<file path="src/rtl/uart_pkg.sv">
`default_nettype none
// ============================================================================
// Module   : uart_pkg
// Purpose  : Shared encodings for the UART transmit/receive path: frame
//            state encoding, TX line bit-source select codes and parity
//            type codes.
// Ports    : none (package)
// Revision : 1.0 - initial release
// ============================================================================
package uart_pkg;

  // Frame sequencer states (binary encoded)
  typedef enum logic [2:0] {
    IDLE   = 3'd0,
    START  = 3'd1,
    DATA   = 3'd2,
    PARITY = 3'd3,
    STOP   = 3'd4
  } tx_state_t;

  // TX line bit-source select
  localparam logic [1:0] MUX_START = 2'b00;  // constant 0
  localparam logic [1:0] MUX_STOP  = 2'b01;  // constant 1 (also idle level)
  localparam logic [1:0] MUX_DATA  = 2'b10;  // serializer output
  localparam logic [1:0] MUX_PAR   = 2'b11;  // latched parity bit

  // Parity type
  localparam logic PAR_EVEN = 1'b0;
  localparam logic PAR_ODD  = 1'b1;

endpackage
`default_nettype wire

</file>
<file path="src/rtl/uart_tx_parity.sv">
`default_nettype none
// ============================================================================
// Module   : uart_tx_parity
// Purpose  : Combinational parity generator. Produces the parity bit that
//            makes the total count of ones (data + parity) even or odd.
// Ports    : P_DATA  in  [WIDTH-1:0] data word
//            PAR_TYP in  0 = even, 1 = odd
//            PAR_BIT out parity bit
// Revision : 1.0 - initial release
// ============================================================================
module uart_tx_parity
  import uart_pkg::*;
#(
  parameter int WIDTH = 8
) (
  input  logic [WIDTH-1:0] P_DATA,
  input  logic             PAR_TYP,
  output logic             PAR_BIT
);

  // Even parity is the XOR reduction itself; odd parity inverts it.
  assign PAR_BIT = (^P_DATA) ^ (PAR_TYP == PAR_ODD);

endmodule
`default_nettype wire

</file>
<file path="src/rtl/uart_tx_ctrl.sv">
`default_nettype none
// ============================================================================
// Module   : uart_tx_ctrl
// Purpose  : UART transmit frame controller. Accepts a parallel byte on a
//            valid strobe, sequences the external serializer through
//            start / data / optional parity / stop, and drives the TX line
//            through a 4:1 bit-source mux.
// Ports    : CLK        in   bit clock (one UART bit per cycle)
//            RST        in   asynchronous reset, active-low
//            P_DATA     in   [WIDTH-1:0] parallel data
//            Data_Valid in   request strobe, sampled in IDLE/STOP only
//            PAR_EN     in   1 = append parity bit
//            PAR_TYP    in   0 = even, 1 = odd
//            S_DATA     in   serial bit from serializer
//            Ser_Done   in   serializer completion flag
//            Ser_En     out  serializer enable
//            Ser_Data   out  [WIDTH-1:0] latched frame data
//            TX_OUT     out  UART line
//            Busy       out  frame in progress
//            Err        out  serializer/controller bit-count mismatch pulse
// Revision : 1.0 - initial release
// ============================================================================
module uart_tx_ctrl
  import uart_pkg::*;
#(
  parameter int WIDTH = 8
) (
  input  logic             CLK,
  input  logic             RST,
  input  logic [WIDTH-1:0] P_DATA,
  input  logic             Data_Valid,
  input  logic             PAR_EN,
  input  logic             PAR_TYP,
  input  logic             S_DATA,
  input  logic             Ser_Done,
  output logic             Ser_En,
  output logic [WIDTH-1:0] Ser_Data,
  output logic             TX_OUT,
  output logic             Busy,
  output logic             Err
);

  localparam int              CNT_W    = (WIDTH > 1) ? $clog2(WIDTH) : 1;
  localparam logic [CNT_W-1:0] CNT_LAST = CNT_W'(WIDTH - 1);

  tx_state_t        r_state;
  tx_state_t        w_next;
  logic [CNT_W-1:0] r_cnt;
  logic [WIDTH-1:0] r_ser_data;
  logic             r_par_en;
  logic             r_parity;
  logic             r_busy;
  logic             r_after_data;
  logic             w_accept;
  logic             w_ser_en;
  logic             w_par_bit;
  logic [1:0]       w_sel;
  logic             w_tx;

  // Parity is computed from the inputs at acceptance and held, so later
  // changes on P_DATA/PAR_TYP cannot disturb the frame in flight.
  uart_tx_parity #(
    .WIDTH   (WIDTH)
  ) u_parity (
    .P_DATA  (P_DATA),
    .PAR_TYP (PAR_TYP),
    .PAR_BIT (w_par_bit)
  );

  // State register
  always_ff @(posedge CLK or negedge RST) begin
    if (!RST) begin
      r_state <= IDLE;
    end else begin
      r_state <= w_next;
    end
  end

  // Next-state and per-state decode
  always_comb begin
    w_next   = r_state;
    w_accept = 1'b0;
    w_ser_en = 1'b0;
    w_sel    = MUX_STOP;
    case (r_state)
      IDLE: begin
        if (Data_Valid) begin
          w_accept = 1'b1;
          w_next   = START;
        end
      end
      START: begin
        w_sel    = MUX_START;
        w_ser_en = 1'b1;
        w_next   = DATA;
      end
      DATA: begin
        w_sel    = MUX_DATA;
        w_ser_en = 1'b1;
        if (r_cnt == CNT_LAST) begin
          w_next = r_par_en ? PARITY : STOP;
        end
      end
      PARITY: begin
        w_sel  = MUX_PAR;
        w_next = STOP;
      end
      STOP: begin
        // Back-to-back frames: a request in the stop cycle goes straight
        // to START with no idle bit in between.
        if (Data_Valid) begin
          w_accept = 1'b1;
          w_next   = START;
        end else begin
          w_next = IDLE;
        end
      end
      default: begin
        w_next = IDLE;
      end
    endcase
  end

  // Frame data, bit counter and status registers
  always_ff @(posedge CLK or negedge RST) begin
    if (!RST) begin
      r_ser_data   <= '0;
      r_par_en     <= 1'b0;
      r_parity     <= 1'b0;
      r_cnt        <= '0;
      r_busy       <= 1'b0;
      r_after_data <= 1'b0;
    end else begin
      if (w_accept) begin
        r_ser_data <= P_DATA;
        r_par_en   <= PAR_EN;
        r_parity   <= w_par_bit;
      end
      if (r_state == START) begin
        r_cnt <= '0;
      end else if (r_state == DATA) begin
        r_cnt <= r_cnt + 1'b1;
      end
      r_busy       <= (w_next != IDLE);
      // Marks the single cycle following the last data bit, where the
      // serializer must report completion.
      r_after_data <= (r_state == DATA) && (w_next != DATA);
    end
  end

  // TX line bit-source mux
  always_comb begin
    w_tx = 1'b1;
    case (w_sel)
      MUX_START: w_tx = 1'b0;
      MUX_STOP:  w_tx = 1'b1;
      MUX_DATA:  w_tx = S_DATA;
      MUX_PAR:   w_tx = r_parity;
      default:   w_tx = 1'b1;
    endcase
  end

  assign TX_OUT   = w_tx;
  assign Ser_En   = w_ser_en;
  assign Ser_Data = r_ser_data;
  assign Busy     = r_busy;
  assign Err      = r_after_data & ~Ser_Done;

endmodule
`default_nettype wire

</file>
<file path="config.mk">
export PLATFORM = sky130hd
export DESIGN_NAME = uart_tx_ctrl
export DESIGN_NICKNAME = d
export VERILOG_FILES = /design/src/rtl/uart_pkg.sv /design/src/rtl/uart_tx_parity.sv /design/src/rtl/uart_tx_ctrl.sv
export SDC_FILE = /design/constraint.sdc
export NUM_CORES = 1
export LEC_CHECK = 0
export CAP_MARGIN = 5
export CORE_MARGIN = 8
export CORE_UTILIZATION = 29
export DETAILED_ROUTE_END_ITERATION = 12
export PLACE_DENSITY = 0.67
export SKIP_LAST_GASP = 1
export SLEW_MARGIN = 25
export SYNTH_ARGS = -nofsm -noshare
export SYNTH_HDL_FRONTEND = slang
export SYNTH_HIERARCHICAL = 1
export SYNTH_SLANG_ARGS = --single-unit
</file>
<file path="constraint.sdc">
create_clock -name CLK -period 1.34 [get_ports CLK]
set_clock_uncertainty 0.1 [all_clocks]
set_input_delay 0.402 -clock CLK [delete_from_list [all_inputs] [get_ports CLK]]
set_output_delay 0.402 -clock CLK [all_outputs]
set_load 0.01 [all_outputs]
</file>
==> results.ini, run 1 <==
[global_route]
first_global_vias=778
track_usage=0.0863
grt_overflow=0
grt_max_degree=19
grt_pass1_wl_um=3540
antenna_found_initial=0

[floorplan]
ioPinCount=27
die_x_um=72.4
row_count=20
dieArea_um2=5230
start_util=0.304
die_height_um=72.4
core-area_um2=3030

[drt]
viasPerCell=4.42
vias=663
wl_um=2130
antenna_left=0
wire_per_inst_um=14.2
drt_pre_antenna_iters=2
drc=0
drt-initial-drc-count=15

[yosys]
netlist_area_um2=921
yosysSeqAreaShare=0.489
synthArstFlopShare=1.00
synth_nets=88
yosys_warnings=6
synth_enable_flop_cells=0
ys.flop_type=dfrtp_1
synthCells=71
synth_cell_types=28
syn_avg_cell_area_um2=13.0
ys_seq_elements=18

[timing]
finalSetupTns_ns=-3.15
finalSetupViolCount=15
max_freq_mhz=587
fin_ws_ns=-0.365
relSlewSlack=0.803
hold_violations=0
rsz0062_at_grt=true
period_share=1.27
worst_slew_pin_slew_ns=0.291
fin_crit_ns=1.70
slew_violations=0

[power]
p_leak_nw=0.617
powerDensity_nw_per_um2=1900
p_sw_w=0.000890
p_seq_frac=0.369
p_sw_frac=0.343
ir_worst_vdd_uv=569
comb_power_share=0.530
p_int_w=0.00170
clock_power_share=0.101

[placement]
dp_slack_ns=-0.780
io_buffer_count=26
dp_hpwl_um=1610
dp_cells=144
gp_congestion=0.813

[clocking]
cts_max_path_buffers=2
cts-root-buf=clkbuf_4
clkSlewWorstSetupHoldPaths_ns=0.10
cts.sinks=18
worstSkewPairLatency_ns=0.28
tritoncts=yes
cts-htree-levels=1
numCtsBuffers=3

[critical_path]
critPathCaptureType=output pin
path_max_fanout=5
start_kind=flip-flop
critPathRequiredTime_ns=0.84
cp.arrival_ns=1.20
crit_type=flip-flop to output pin

[finish]
fillers=302
n_antenna_cell=0
fin_cells=150
final_layout_size_suffix_gt1_frac=0.462
finalNetCount=125
area_growth_pct=47.8

[hold_path]
hold_class=primary input to asynchronous set/reset pin

[outcome]
failed_checks=negative setup slack
status=finished with violations

[flow_run]
drv_cap=0

## synth_stat cells (2+ instances only)
cell type / count / share of area
buf_6: 2 / 0.024
a211o_1: 3 / 0.029
nand2b_1: 4 / 0.027
nor2b_1: 3 / 0.020
buf_2: 2 / 0.011
dfrtp_1: 18 / 0.49
nor4bb_1: 2 / 0.022
mux2_2: 8 / 0.098
xnor2_1: 4 / 0.038
mux2_1: 2 / 0.024
a21oi_1: 2 / 0.011
nor3b_1: 4 / 0.033
ha_1: 2 / 0.027
## area by class of cell
type / instances / area (um2) / share of cell area
multi-input cells: 47 / 504 / 0.370
flip-flops and latches: 18 / 453 / 0.333
repair buffers: 37 / 323 / 0.237
well taps: 44 / 55.1 / 0.0404
clock buffers: 3 / 22.5 / 0.0165
inverters: 1 / 3.75 / 0.00276
## critical path, stage by stage (launching register included)
cell      delay (ns)
dfrtp_2         0.47
buf_6           0.14
o211ai_1        0.15
buf_2           0.16
## layout by cell type, fill, tap and decap left out, types with 2 or more instances in the layout
| master | instances |
|---|---|
| ha_2 | 2 |
| dfrtp_2 | 2 |
| clkdlybuf4s50_1 | 7 |
| xnor2_2 | 2 |
| buf_2 | 10 |
| xnor2_1 | 3 |
| dlygate4sd2_1 | 6 |
| buf_6 | 4 |
| nand2b_4 | 2 |
| nand2b_1 | 2 |
| clkbuf_4 | 3 |
| buf_4 | 7 |
| buf_12 | 2 |
| nor3b_1 | 4 |
| a211o_1 | 3 |
| nor2b_4 | 2 |
| mux2_1 | 2 |
| mux2_2 | 8 |
| dfrtp_1 | 16 |
## logic make-up after synthesis
kind of cell	after synthesis	synth area share
multiplexers	10	0.122
adder cells (fa/ha/maj)	2	0.0272
XOR/XNOR	7	0.0897
AO/OA/AOI/OAI	10	0.0843
flip-flops	18	0.489
AND/OR/NAND/NOR	18	0.144
buffers and inverters	6	0.0435
## sequential cells by signal (all words and copies together) (netlist names)
name	count
r_parity	1
r_after_data	1
Busy	1
r_state	3
Ser_Data	8
r_par_en	1
r_cnt	3
## final timing paths
kind	start	slack, ns	to	cells after the start
min reg2reg	Ser_Data[5]	0.40	Ser_Data[5]	1
min in group CLK	Ser_Data[5]	0.40	Ser_Data[5]	1
max in group asynchronous	RST	0.64	r_state[1]	2
max	r_state[0]	-0.36	TX_OUT	3
min	RST	0.36	Ser_Data[6]	2
max reg2reg	r_state[1]	-0.24	Ser_Data[2]	4
## through the flow
| step | utilization | total power, W | area, um2 | hold slack, ns |
|---|---|---|---|---|
| 4_1_cts | 0.434 | 0.00253 | 1320 | 0.366 |
| 2_1_floorplan | - | 0.00176 | 976 | 0.00641 |
| 3_3_place_gp | 0.438 | 0.00231 | 1330 | 0.371 |
| 6_report | 0.450 | 0.00259 | 1360 | 0.362 |
| 5_1_grt | 0.450 | 0.00277 | 1360 | 0.360 |
| 3_5_place_dp | 0.438 | 0.00237 | 1330 | 0.374 |
## timing repair
| item | 4_1_cts | 5_1_grt |
|---|---|---|
| hold buffers | 0 | 0 |
| pin swaps | 3 | 2 |
| buffers inserted | 2 | 1 |
| endpoints found under the setup margin | 28 | 25 |
| resized for setup | 60 | 8 |
## power by group through the flow
stage                     Clock [W]  Sequential (W)  Combinational, W
after global routing       0.000299        0.000992           0.00148
after detailed placement          0        0.000964           0.00140
final                      0.000262        0.000956           0.00137
after global placement            0        0.000946           0.00136
after CTS                  0.000272        0.000945           0.00131
after floorplan                   0        0.000993          0.000768
## layer usage
metal  vias up  part of all wire  global-route usage
met3         4             0.095              0.0399
li1        322                 -                   -
met5         -                 0                   0
met4         0             0.018              0.0340
met1       317              0.39              0.0852
met2        20              0.50               0.152
No activity file was read; power rests on OpenSTA's default activity.
==> inputs of run 2 (changes only) <==
- ABC_AREA: default -> 0
- CTS_CLUSTER_DIAMETER: default -> 30
==> results of run 2 <==
Final layout, timing and power as in run 1 (identical DEF).
==> inputs of run 3 (changes only) <==
--- a/constraint.sdc
+++ b/constraint.sdc
@@ -3,3 +3,3 @@
 set_input_delay 0.402 -clock CLK [delete_from_list [all_inputs] [get_ports CLK]]
 set_output_delay 0.402 -clock CLK [all_outputs]
-set_load 0.01 [all_outputs]
+set_load 0.05 [all_outputs]
==> run 3 against run 2 <==
  * The flow still finishes with violations (negative setup slack)
  * Clock power increased by 28%
  * Combinational power increased by 83%
  * Worst setup slack got worse by 0.20 ns
  * Register-to-register slack got worse by 0.04 ns
  * Via count increased by 6.6%
  * Critical path depth increased by 1
  * Highest routed layer unchanged
==> results.ini, run 3 (synthesis gave the netlist of run 1 again) <==
[critical_path]
critPathCaptureType=output pin  ; unchanged
slowest_delay_ns=0.45  ; was 0.47 ns
start_kind=primary input  ; was flip-flop
crit_type=primary input to output pin  ; was flip-flop to output pin
cp_slowest_cell=clkdlybuf4s50_1  ; was dfrtp_2
critPathRequiredTime_ns=0.84  ; about the same
crit_chain=clkdlybuf4s50_1, nor2b_1, o211ai_1, buf_12  ; was buf_6, o211ai_1, buf_2
path_max_fanout=1  ; was 5
cp.arrival_ns=1.40  ; was 1.20 ns
rrSetupSlack_ns=-0.28  ; was -0.24 ns

[finish]
fin_util=0.521  ; was 0.450
final_common_cell=dfrtp_1  ; unchanged
finalNetCount=130  ; was 125
n_antenna_cell=0  ; unchanged
multiInputGateArea_um2=504  ; unchanged
area_growth_pct=71.5  ; was 47.8%
fillers=268  ; was 302
largest_register_ffs=8  ; unchanged
mostFrequentLayoutCells=17 x dfrtp_1, 13 x buf_12, 9 x buf_4  ; was 16 x dfrtp_1, 10 x buf_2, 8 x mux2_2
final_layout_size_suffix_gt1_frac=0.491  ; was 0.462
seq_area_um2=452  ; was 453 um2
fin_cells=156  ; was 150

[hold_path]
hold_class=primary input to asynchronous set/reset pin  ; unchanged

[clocking]
clkSlewWorstSetupHoldPaths_ns=0.10  ; about the same
worstSkewPairLatency_ns=0.29  ; was 0.28 ns
numCtsBuffers=3  ; unchanged
cts-root-buf=clkbuf_4  ; unchanged
tritoncts=yes  ; unchanged
cts_max_path_buffers=2  ; unchanged
cts-htree-levels=1  ; unchanged
cts.sinks=18  ; unchanged
hold_buffers=0  ; unchanged

[floorplan]
die_height_um=72.4  ; unchanged
die_x_um=72.4  ; unchanged
row_count=20  ; unchanged
start_util=0.304  ; unchanged
core-area_um2=3030  ; unchanged
ioPinCount=27  ; unchanged
dieArea_um2=5230  ; unchanged

[timing]
rsz0062_at_grt=true  ; unchanged
finalSetupViolCount=25  ; was 15
fin_ws_ns=-0.562  ; was -0.365 ns
hold-worst-slack_ns=0.349  ; was 0.362 ns
max_freq_mhz=526  ; was 587 MHz
relSlewSlack=0.788  ; was 0.803
hold_violations=0  ; unchanged
fin_crit_ns=1.90  ; was 1.70 ns
worst_slew_pin_slew_ns=0.317  ; was 0.291 ns
slew_violations=0  ; unchanged
period_share=1.42  ; was 1.27

[flow_run]
drv_cap=0  ; unchanged

[placement]
dp_hpwl_um=1580  ; was 1610 um
dp_cells=146  ; was 144
io_buffer_count=26  ; unchanged
gp_congestion=0.722  ; was 0.813

[global_route]
track_usage=0.0904  ; was 0.0863
antenna_found_initial=0  ; unchanged
grt_max_degree=19  ; unchanged
grt_overflow=0  ; unchanged
first_global_vias=785  ; was 778
grt_pass1_wl_um=3710  ; was 3540 um

[drt]
drt_pre_antenna_iters=3  ; was 2
drc=0  ; unchanged
antenna_left=0  ; unchanged
wl_um=2310  ; was 2130 um
vias=707  ; was 663
drt-initial-drc-count=13  ; was 15
wire_per_inst_um=14.8  ; was 14.2 um
viasPerCell=4.53  ; was 4.42

[outcome]
status=finished with violations  ; unchanged
failed_checks=negative setup slack  ; unchanged

[power]
ir_worst_vdd_uv=1580  ; was 569 uV
powerDensity_nw_per_um2=2460  ; was 1900 nW/um2
p_leak_nw=0.708  ; was 0.617 nW

## run 3: path summary, 6_finish.rpt
kind	cells after the start	endpoint	startpoint
setup / recovery	4	TX_OUT	S_DATA
hold reg to reg	1	r_parity	r_parity
setup reg to reg	5	Ser_Data[3]	r_state[1]
min in group CLK	2	Ser_Data[7]	P_DATA[7]
max in group asynchronous	2	r_state[0]	RST
hold / removal	2	r_parity	RST
## run 3: what timing repair did
item / in CTS / in global routing
setup buffers: 2 / 3
gates cloned: 1 / 0
pin swaps: 9 / 6
setup endpoints to repair: 25 / 27
hold endpoints to repair: 0 / 0
gates resized for setup: 22 / 9
## run 3: metrics by stage
stage | area, um2 | setup TNS [ns] | setup slack, ns | power [W]
4_1_cts | 1510 | -3.55 | -0.499 | 0.00375
6_report | 1580 | -4.54 | -0.562 | 0.00388
2_1_floorplan | 943 | -1.77 | -0.643 | 0.00220
3_5_place_dp | 1420 | -6.41 | -0.745 | 0.00330
5_1_grt | 1580 | -6.04 | -0.615 | 0.00409
3_3_place_gp | 1420 | -6.31 | -0.711 | 0.00325
## run 3: worst max-delay path, delay by kind of cell
kind,cells,cell delay (ns)
buf+inv,2,0.63
compound gates,1,0.30
simple gates,1,0.05
## run 3: area by class of cell
cell class	count	share of cell area
multi-input combinational	47	0.319
timing repair buffer	42	0.334
tap	44	0.0349
inverter	1	0.00238
sequential	18	0.286
clock buffer	4	0.0230
## run 3: per-layer routing
| metal | track usage | part of all wire | wire length [um] | up-vias |
|---|---|---|---|---|
| met1 | 0.0985 | 0.39 | 913 | 346 |
| met5 | 0 | 0 | 0 | - |
| li1 | - | - | - | 335 |
| met4 | 0.0340 | 0.022 | 51 | 0 |
| met3 | 0.0344 | 0.055 | 127 | 6 |
| met2 | 0.154 | 0.53 | 1220 | 20 |
## run 3: where the power goes
group          total, W  leakage [nW]  switching [W]  internal, W
sequential      0.00104         0.219       0.000252     0.000786
combinational   0.00251         0.468        0.00114      0.00136
clock          0.000336        0.0210       0.000171     0.000166
==> RTL change 1: new RTL, flow settings as in run 1 <==
`WIDTH` is set to 8 in 2 places; all go to 32.
--- a/src/rtl/uart_tx_parity.sv
+++ b/src/rtl/uart_tx_parity.sv
@@ -13,3 +13,3 @@
 #(
-  parameter int WIDTH = 8
+  parameter int WIDTH = 32
 ) (
--- a/src/rtl/uart_tx_ctrl.sv
+++ b/src/rtl/uart_tx_ctrl.sv
@@ -25,3 +25,3 @@
 #(
-  parameter int WIDTH = 8
+  parameter int WIDTH = 32
 ) (
Ports: changed (resized P_DATA and Ser_Data); port bits go from 27 to 75. The function was not compared with the original's and may differ.
==> RTL change 1 against run 1 <==
- wire length increased to 2.9 times the old value
- synthesized cell count increased by 130%
- area after synthesis increased by 140%
- setup slack got worse by 0.13 ns
- power increased to 3.0 times the old value
- largest power group unchanged
- cell area increased to 2.7 times the old value
- sequential cell count increased by 26
- the flow still finishes with violations (setup timing)
- global-route usage increased by 2.8 points
==> RTL change 1: results <==
[cts]
cts.sinks = 44
cts_root_buf = "clkbuf_8"
cts_setup_buffers = 17

[layout]
post_layout_nonfiller_instances = 389
fillers = 678
multiInputGateArea_um2 = 1250
bufAreaShareNonClock = 0.306
num-nonclk-inverters = 3
multi_input_cells = 106
nets = 330
seq_share = 0.296
signal_buffers = 129
clock_cell_area_share = 0.0249
regArea_um2 = 1100

[place]
gp_congestion = 0.731
port-buffer-count = 74
placed_cells_incl_taps = 349
post-dp-hpwl_mm = 4.01
place_ws_ns = -1.17

[die]
dieWidth_um = 103

[hold_path]
hp-class = "in2reg"

[timing]
setup_viol = 40
holdWs_ns = 0.242
finalSetupTns_ns = -11.72
worst_slack_ns = -0.490

[outcome]
violations = "setup timing"
status = "finished, violations left"

[synthesis]
avgSynthCellArea_um2 = 13.8
ys_types = 30
synthXorXnorAreaFrac = 0.129
ys_seq_area_frac = 0.499
synthAdderAreaFrac = 0.0114
synth_mux_area_frac = 0.226
syn_nets = 201
synth_area_leaders = "dfrtp_1 50%, mux2_4 19%, xnor2_1 11%"

[critical_path]
cp.arrival_ns = 1.33
ff2ff_setup_slack_ns = -0.35

[global_routing]
grt_max_degree = 45
gr-usage-all-layers = 0.115
grt_pass1_vias = 1864

[power]
power.leakage_nw = 1.78
vdd_drop_max_v = 0.000986

[detailed_routing]
viasPerCell = 4.33
drt_pass1_iterations = 3
## RTL change 1: power breakdown
group	internal (mW)	leakage (nW)	switching [mW]
clock	0.413	0.0510	0.470
sequential	1.95	0.528	0.393
combinational	2.94	1.20	1.68
total	5.30	1.78	2.55
## RTL change 1: worst max-delay path, cell delays in order (launching register included)
cell and delay (ns):
dfrtp_1 0.42, buf_4 0.15, a311o_1 0.32, buf_2 0.15
## RTL change 1: final timing paths
check,cells after the start,to,from
worst max-delay path,3,TX_OUT,r_state[1]
worst min-delay path,2,Ser_Data[30],P_DATA[30]
worst max register to register,7,Ser_Data[31],r_state[1]
worst min register to register,1,Ser_Data[12],Ser_Data[12]
max in group asynchronous,3,Ser_Data[27],RST
min in group asynchronous,3,r_state[0],RST
## RTL change 1: metal layers
metal / vias up / part of all wire / track usage
li1: 812 / - / -
met1: 818 / 0.44 / 0.149
met2: 51 / 0.48 / 0.178
met3: 4 / 0.067 / 0.0395
met4: 0 / 0.0064 / 0.0300
met5: - / 0 / 0
==> RTL change 2: new RTL, config.mk and constraints of run 1 <==
Without the edit above. Register the outputs `Ser_En`, `TX_OUT` and `Err`; this adds one clock of latency there. The other outputs are not delayed to match.
--- a/src/rtl/uart_tx_ctrl.sv
+++ b/src/rtl/uart_tx_ctrl.sv
@@ -162,7 +162,9 @@
 
-  assign TX_OUT   = w_tx;
-  assign Ser_En   = w_ser_en;
   assign Ser_Data = r_ser_data;
   assign Busy     = r_busy;
-  assign Err      = r_after_data & ~Ser_Done;
+  always_ff @(posedge CLK) begin
+    Ser_En <= w_ser_en;
+    TX_OUT <= w_tx;
+    Err    <= r_after_data & ~Ser_Done;
+  end
 
Behaviour: not the same (a bounded check fails within 4 cycles, from zero or initial values and one cycle with RST low).
==> RTL change 2 against run 1 <==
- the run still ends with setup timing left
- wire length is 5.4% higher
- utilization hardly changed
- sequential cell count is 3 higher
- clock power is 12% higher
- area after synthesis is 11% higher
- critical path type is now reg2reg
- cell area is 11% higher
- power is 15% higher
- setup slack better by 0.34 ns
- via count is 9.7% higher
==> RTL change 2: results <==
[detailed_routing]
wirelength_mm = 2.25
drt_pass1_iterations = 4
via_count = 727
drtIter0Drc = 28
wl_per_cell_um = 13.5

[timing]
worst_slack_ns = -0.0273
setup_viol = 8
relSlewSlack = 0.791
finalSetupTns_ns = -0.139

[cts]
clk_latency_ns = 0.30
htreeDepth = 1
cts_buffers = 3
cts_root_buf = "clkbuf_4"
clkTransAtPathRegs_ns = 0.11
clock_path_buffers = 2

[place]
post-dp-hpwl_mm = 1.62
placed_cells_incl_taps = 152
port-buffer-count = 26
gp_congestion = 0.713

[layout]
nets = 139
largest_reg_flops = 8
drive_gt1_frac = 0.504
diodes = 0
fillers = 342

[synthesis]
synthArstFlopShare = 0.857
synth_area_leaders = "dfrtp_1 44%, mux2_4 15%, dfxtp_1 5.9%"
avgSynthCellArea_um2 = 13.8
syn_nets = 91
yosys_warnings = 6
synth_common_cells = "18 x dfrtp_1, 10 x mux2_4, 4 x nor3b_1, 4 x xnor2_1"
ys_seq_area_frac = 0.498
ys_types = 30

[global_routing]
grt_pass1_vias = 779
gr-usage-all-layers = 0.0861
use_met3 = 0.0263
grt_pass1_wl_mm = 3.66
use_met2 = 0.153
met1_usage = 0.0909

[critical_path]
endpoint = "Ser_Data[6]"
setup.worst_path.start = "r_state[1]"
cp.arrival_ns = 1.46
critPathMaxFanout = 6
reg2regPathDepth = 3

[outcome]
status = "finished, violations left"
violations = "setup timing"

[hold_path]
hp-class = "in2reg"

[power]
vdd_drop_max_v = 0.000790
power.leakage_nw = 0.719
==> RTL change 2: what timing repair did <==
item / in CTS / in global routing
gates cloned: 0 / 1
gates resized for setup: 75 / 10
hold endpoints to repair: 0 / 0
setup buffers: 2 / 8
pin swaps: 8 / 3
endpoints found under the setup margin: 23 / 24
==> RTL change 2: how the worst min path moves through the flow <==
| stage | start | end | slack [ns] | cells after the start |
|---|---|---|---|---|
| after global routing | P_DATA[7] | Ser_Data[7] | 0.22 | 2 |
| after global placement | r_after_data | Err | 0.34 | 1 |
| after CTS | P_DATA[7] | Ser_Data[7] | 0.23 | 2 |
| after floorplan | RST | Busy | 0.006 | 0 |
| after detailed placement | r_after_data | Err | 0.36 | 1 |
| final | P_DATA[7] | Ser_Data[7] | 0.24 | 2 |
==> RTL change 2: per-stage QoR <==
stage          utilization  setup WS, ns  area, um2
6_report             0.449       -0.0273       1510
5_1_grt              0.449       -0.0967       1510
4_1_cts              0.416       -0.0580       1400
3_5_place_dp         0.419        -0.774       1410
3_3_place_gp         0.419        -0.718       1410
2_1_floorplan            -        -0.179       1030
==> RTL change 2: worst max-delay path, stage by stage (launching register included) <==
cell and delay (ns):
dfrtp_2 0.45, nor3b_4 0.22, buf_6 0.18, mux2_4 0.31
==> RTL change 2: where the power goes <==
part | switching, mW | internal, mW
clock | 0.177 | 0.116
sequential | 0.194 | 0.902
combinational | 0.570 | 1.02
total | 0.941 | 2.03
==> RTL change 2: logic make-up after synthesis <==
| group | after synthesis | share of synthesized area |
|---|---|---|
| AOI/OAI and AO/OA | 11 | 0.0818 |
| xor gates and xnor gates | 7 | 0.0806 |
| adders and majority gates | 2 | 0.0244 |
| buffers and inverters | 6 | 0.0415 |
| DFF | 21 | 0.498 |
| muxes | 10 | 0.147 |
| and+or+nand+nor | 17 | 0.127 |
==> RTL change 2: per-layer routing <==
layer | wire, um | part of all wire
met2 | 1240 | 0.55
met4 | 36 | 0.016
met1 | 866 | 0.39
met5 | 0 | 0
met3 | 100 | 0.044
==> RTL change 2: area by class of cell <==
cell class                      count  share of cell area
Multi-Input combinational cell     47               0.346
Inverter                            1             0.00248
Timing Repair Buffer               48               0.257
Clock buffer                        4              0.0174
Sequential cell                    21               0.339
Tap cell                           46              0.0381
